$ cat config.mk
export PLATFORM = sky130hd
export DESIGN_NAME = reservoir_sensor_cond
export DESIGN_NICKNAME = d
export VERILOG_FILES = /design/src/rtl/reservoir_sensor_cond_pkg.sv /design/src/rtl/reservoir_sensor_cond_debounce.sv /design/src/rtl/reservoir_sensor_cond.sv
export SDC_FILE = /design/constraint.sdc
export NUM_CORES = 1
export LEC_CHECK = 0
export ABC_CLOCK_PERIOD_IN_PS = 3300
export BUFFER_PORTS_ARGS = -buffer_cell sky130_fd_sc_hd__buf_2
export CORE_ASPECT_RATIO = 0.7
export CORE_MARGIN = 8
export CORE_UTILIZATION = 35
export CTS_BUF_LIST = sky130_fd_sc_hd__clkbuf_16
export CTS_CLUSTER_SIZE = 12
export DETAILED_ROUTE_END_ITERATION = 12
export GPL_TIMING_DRIVEN = 0
export PLACE_DENSITY = 0.63
export SYNTH_ARGS = -nofsm -noshare
export SYNTH_HDL_FRONTEND = slang
export SYNTH_SLANG_ARGS = --single-unit
$ cat constraint.sdc
create_clock -name clk -period 3.3 [get_ports clk]
set_clock_uncertainty 0.1 [all_clocks]
set_input_delay 0.66 -clock clk [delete_from_list [all_inputs] [get_ports clk]]
set_output_delay 0.66 -clock clk [all_outputs]
set_load 0.01 [all_outputs]
$ cat src/rtl/reservoir_sensor_cond_pkg.sv
// ----------------------------------------------------------------------------
// reservoir_pkg
// Shared types and helpers for the reservoir sensor front-end.
//   level_t         : 3-bit float-switch level code, bit 0 is the lowest sensor
//   LVL_*           : the four legal thermometer codes
//   is_legal_level  : true when a level code is one of the legal codes
// ----------------------------------------------------------------------------
package reservoir_pkg;

   typedef logic [2:0] level_t;

   localparam level_t LVL_EMPTY = 3'b000;
   localparam level_t LVL_LOW   = 3'b001;
   localparam level_t LVL_MID   = 3'b011;
   localparam level_t LVL_HIGH  = 3'b111;

   // Water can only cover sensors from the bottom up, so any code with a
   // gap (a higher sensor wet while a lower one is dry) is physically
   // impossible and points at a faulty switch.
   function automatic logic is_legal_level(input level_t lvl);
      return (lvl == LVL_EMPTY) || (lvl == LVL_LOW) ||
             (lvl == LVL_MID)   || (lvl == LVL_HIGH);
   endfunction

endpackage

$ cat src/rtl/reservoir_sensor_cond_debounce.sv
// ----------------------------------------------------------------------------
// sensor_debounce
// One float-switch bit: two-flop synchroniser followed by a debounce counter.
// Ports:
//   clk      in  : clock
//   reset_n  in  : asynchronous active-low reset
//   raw      in  : raw switch bit, asynchronous to clk
//   deb      out : debounced, synchronised bit (registered)
// Parameter:
//   DEBOUNCE_CYCLES : consecutive disagreeing cycles needed before deb moves
// ----------------------------------------------------------------------------
module sensor_debounce #(
   parameter int DEBOUNCE_CYCLES = 4
) (
   input  logic clk,
   input  logic reset_n,
   input  logic raw,
   output logic deb
);

   localparam int CW = $clog2(DEBOUNCE_CYCLES + 1);

   logic          sync1;
   logic          sync2;
   logic [CW-1:0] cnt;

   // Two-flop synchroniser; raw is asynchronous so only sync2 is trusted.
   always_ff @(posedge clk or negedge reset_n) begin
      if (!reset_n) begin
         sync1 <= 1'b0;
         sync2 <= 1'b0;
      end else begin
         sync1 <= raw;
         sync2 <= sync1;
      end
   end

   // The counter tracks how many consecutive cycles sync2 has disagreed
   // with deb. Any agreement restarts the count, so a glitch shorter than
   // DEBOUNCE_CYCLES never moves deb. The flip happens on the cycle that
   // would have taken the count to DEBOUNCE_CYCLES.
   always_ff @(posedge clk or negedge reset_n) begin
      if (!reset_n) begin
         cnt <= '0;
         deb <= 1'b0;
      end else if (sync2 == deb) begin
         cnt <= '0;
      end else if (cnt == CW'(DEBOUNCE_CYCLES - 1)) begin
         deb <= sync2;
         cnt <= '0;
      end else begin
         cnt <= cnt + CW'(1);
      end
   end

endmodule

$ cat src/rtl/reservoir_sensor_cond.sv
// ----------------------------------------------------------------------------
// reservoir_sensor_cond
// Conditions the three raw float switches into a clean level code for the
// flow controller, with a sticky fault for persistently illegal codes.
// Ports:
//   clk        in      : clock
//   reset_n    in      : asynchronous active-low reset
//   raw_s      in  [2] : raw float switches, bit 0 lowest, asynchronous
//   fault_clr  in      : synchronous request to clear the sticky fault
//   s          out [2] : conditioned level code (registered)
//   s_chg      out     : one-cycle pulse the cycle after s changes
//   fault      out     : sticky sensor fault (registered)
// Parameters:
//   DEBOUNCE_CYCLES : debounce length per bit (1..255)
//   FAULT_LIMIT     : illegal cycles tolerated before fault sets (1..255)
// ----------------------------------------------------------------------------
module reservoir_sensor_cond
   import reservoir_pkg::*;
#(
   parameter int DEBOUNCE_CYCLES = 4,
   parameter int FAULT_LIMIT     = 8
) (
   input  logic       clk,
   input  logic       reset_n,
   input  logic [2:0] raw_s,
   input  logic       fault_clr,
   output logic [2:0] s,
   output logic       s_chg,
   output logic       fault
);

   localparam int IW = $clog2(FAULT_LIMIT + 1);

   level_t        deb;
   logic [IW-1:0] inv_cnt;
   logic          deb_legal;
   logic          fault_set;
   level_t        s_next;

   // Each switch is synchronised and debounced on its own; a multi-bit
   // change can therefore briefly look illegal, which the fault counter
   // tolerates.
   for (genvar i = 0; i < 3; i++) begin : gen_bit
      sensor_debounce #(
         .DEBOUNCE_CYCLES(DEBOUNCE_CYCLES)
      ) u_debounce (
         .clk     (clk),
         .reset_n (reset_n),
         .raw     (raw_s[i]),
         .deb     (deb[i])
      );
   end

   // Legality check, fault set condition and the next output code. A
   // latched fault overrides everything and reports an empty reservoir so
   // the flow controller fails towards filling. While deb is illegal but
   // not yet a fault, s holds the last good code.
   always_comb begin
      deb_legal = is_legal_level(deb);
      fault_set = !deb_legal && (inv_cnt == IW'(FAULT_LIMIT - 1));
      s_next    = s;
      if (fault) begin
         s_next = LVL_EMPTY;
      end else if (deb_legal) begin
         s_next = deb;
      end
   end

   // Consecutive-illegal counter. It saturates so it cannot wrap back into
   // the set condition, and a clear request restarts the count.
   always_ff @(posedge clk or negedge reset_n) begin
      if (!reset_n) begin
         inv_cnt <= '0;
      end else if (fault_clr || deb_legal) begin
         inv_cnt <= '0;
      end else if (inv_cnt != IW'(FAULT_LIMIT)) begin
         inv_cnt <= inv_cnt + IW'(1);
      end
   end

   // Sticky fault. Setting takes priority over a simultaneous clear so a
   // clear issued just as the limit is reached cannot mask a broken sensor.
   always_ff @(posedge clk or negedge reset_n) begin
      if (!reset_n) begin
         fault <= 1'b0;
      end else if (fault_set) begin
         fault <= 1'b1;
      end else if (fault_clr) begin
         fault <= 1'b0;
      end
   end

   // Output register with a change pulse registered alongside it.
   always_ff @(posedge clk or negedge reset_n) begin
      if (!reset_n) begin
         s     <= LVL_EMPTY;
         s_chg <= 1'b0;
      end else begin
         s     <= s_next;
         s_chg <= (s_next != s);
      end
   end

endmodule

==> flow_summary.yaml <==
logic_synthesis:
  syn_inst: 95
  synth.distinct_cells: 26
  syn_nets: 106
  synth.area.top_cells: "dfrtp_1, ha_1, mux2_2"
  syn_area_sq_um: 1140
  yosysTopAreaCellShare_pct: 59.3
  yosysSeqAreaShare_pct: 59.3
  ys_warn_count: 0
  ys_ff_latch: 27
  yosys.area.top_type: "dfrtp_1"
  synth_area_per_cell_sq_um: 12.0
sta:
  finalCritPeriodShare_pct: 51.7
  max_slew.worst_pin.slew_ns: 0.579
  finalCriticalPeriod_ns: 1.70
  drv_slew: 0
  max_freq_mhz: 587
  hold_viol_final: 0
  max-slew-margin-rel_pct: 61.4
  rsz0062_at_grt: "no"
  setup_viol: 0
  tns_ns: 0
critical_path:
  worstSetupPathType: "reg -> out"
  r2r-start: "s[1]"
  cp-start-kind: "flip-flop"
  setup.worst_path.end_class: "output port"
  crit_path_max_incr_delay_ns: 0.50
  crit_chain: "buf_2"
  crit_start: "fault"
  reg2reg_to: "s_chg"
  crit_arrival_ns: 0.94
  cp_slowest_cell: "dfrtp_1"
  required_ns: 2.54
  critPathBufInv: 1
  cpLargestDelayFamily: "flip-flops"
  ff2ff_path_depth: 3
  critPathMaxFanout: 9
  rrSetupSlack_ns: 1.90
clock_tree:
  cts_resized: 0
  insertion_delay_ns: 0.26
  numClockSinks: 27
  ctsHoldBuffers: 0
  cts_buffers: 3
  tritoncts: "done"
  clkTransAtPathRegs_ns: 0.07
  cts_max_level: 1
  cts_setup_buffers: 0
  clockBufferDepth: 2
  cts_root_buf: "clkbuf_16"
floorplan:
  num_rows: 17
  die_h_um: 63.7
  core_area_sq_um: 3130
  die_width_um: 84.2
  die-area_sq_um: 5360
  ioPinCount: 11
  start_util_pct: 36.4
drt:
  drc: 0
  drtIter0Drc: 56
  wl_per_cell_um: 11.9
  dr.pass1.iters: 4
  vias: 713
  wl_um: 1740
  postRouteAntennaNets: 0
  viasPerCell: 4.85
power:
  ir_drop_v: 0.000311
  total_leakage_power_nw: 0.596
  p_per_area_nw_per_um2: 833
layout:
  drive_gt1_share_pct: 20.2
  n_antenna_cell: 0
  final_nets: 121
  utilization_pct: 42.2
  num-fill-cells: 302
  area_growth_syn_to_layout_pct: 15.8
global_route:
  grt_pass1_vias: 748
  grt_start_max_net_pins: 28
  antenna_found_initial: 0
  gr-usage-all-layers_pct: 7.14
  grt_pass1_wl_um: 3190
  overflow: 0
job:
  maxCapViolCount: 0
worst_hold_path:
  worstHoldStart: "gen_bit[2].u_debounce.sync1"
  min_to: "gen_bit[2].u_debounce.sync2"
  holdPathStages: 0
  min_path_type: "reg -> reg"
placed_design:
  port_buffers: 10
  gp_congestion: 0.702
  dpl.hpwl_um: 1290
outcome:
  status: "complete, no violations"
[worst max-delay path by stage]
stage | depth (start not counted) | end
finish | 1 | fault
global route | 1 | fault
CTS | 1 | fault
detailed placement | 1 | fault
global placement | 1 | fault
floorplan | 3 | s_chg
[metrics by stage]
stage                     cell area (sq um)  hold slack, ns  std cells  worst slack (ns)  power (mW)
after floorplan                        1140           0.231         95              2.01       0.739
after global routing                   1320           0.256        147              1.55        1.19
after detailed placement               1240           0.238        143              1.86       0.835
final                                  1320           0.251        147              1.60        1.10
after CTS                              1320           0.254        147              1.59        1.11
after global placement                 1240           0.232        143              1.88       0.815
[cell families after synthesis]
logic type / count (synthesis) / share of synthesized area, %
buf+inv: 7 / 2.64
simple gates: 32 / 15.6
fa+ha+maj: 5 / 5.49
mux: 5 / 4.83
xor+xnor: 5 / 3.85
flops: 27 / 59.3
compound gates: 14 / 8.24
[power breakdown]
part / leakage (nW) / switching, mW / total [mW] / internal, mW
sequential: 0.342 / 0.0570 / 0.473 / 0.416
clock: 0.0371 / 0.108 / 0.272 / 0.164
combinational: 0.217 / 0.185 / 0.353 / 0.169
total: 0.596 / 0.349 / 1.10 / 0.749
[layout make-up]
class	instances	area (sq um)	share of cell area [%]
Sequential cell	27	676	51.2
Multi-Input combinational cell	61	433	32.8
Timing Repair Buffer	10	50.0	3.80
Tap cell	38	47.5	3.61
Clock inverter	1	7.51	0.569
Inverter	4	15.0	1.14
Buffer	3	15.0	1.14
Clock buffer	3	75.1	5.69
[flip-flops by register name, summed over array words and instances, names as in the netlist]
| register | count |
|---|---|
| gen_bit.u_debounce.cnt | 9 |
| inv_cnt | 4 |
| gen_bit.u_debounce.deb | 3 |
| gen_bit.u_debounce.sync1 | 3 |
| gen_bit.u_debounce.sync2 | 3 |
| s | 3 |
| fault | 1 |
| s_chg | 1 |
[cells in the mapped netlist, drive strengths merged]
master    n
nand3b    2
o32ai     1
buf       3
inv       4
mux2      4
or3b      1
o21ai     4
dfrtp    27
nand2     4
a21oi     3
nor3      5
nor2      5
a21boi    1
a22oi     1
o211ai    1
xnor2     4
ha        5
mux2i     1
o2111ai   1
nor3b     4
nor2b     5
nand3     3
xor2      1
nand2b    3
o221ai    1
o21ba     1
[metal layers]
metal | GRT usage, % | wire, um
met1 | 8.41 | 866
met2 | 11.2 | 775
met3 | 3.98 | 102
met4 | 1.29 | 0
met5 | 0 | 0
[cell usage in the layout, fill, tap and decap left out]
cell type and instances:
a21boi_1 1, a21oi_1 3, a22oi_1 1, buf_2 13, clkbuf_16 3, clkinvlp_4 1
dfrtp_1 27, ha_1 5, inv_1 4, mux2_2 4, mux2i_1 1, nand2_1 4
nand2b_1 3, nand3_1 3, nand3b_1 2, nor2_1 5, nor2b_1 5, nor3_1 5
nor3b_1 4, o2111ai_1 1, o211ai_1 1, o21ai_0 4, o21ba_2 1, o221ai_1 1
o32ai_1 1, or3b_1 1, xnor2_1 4, xor2_1 1
Power figures use the tool's default switching activity.
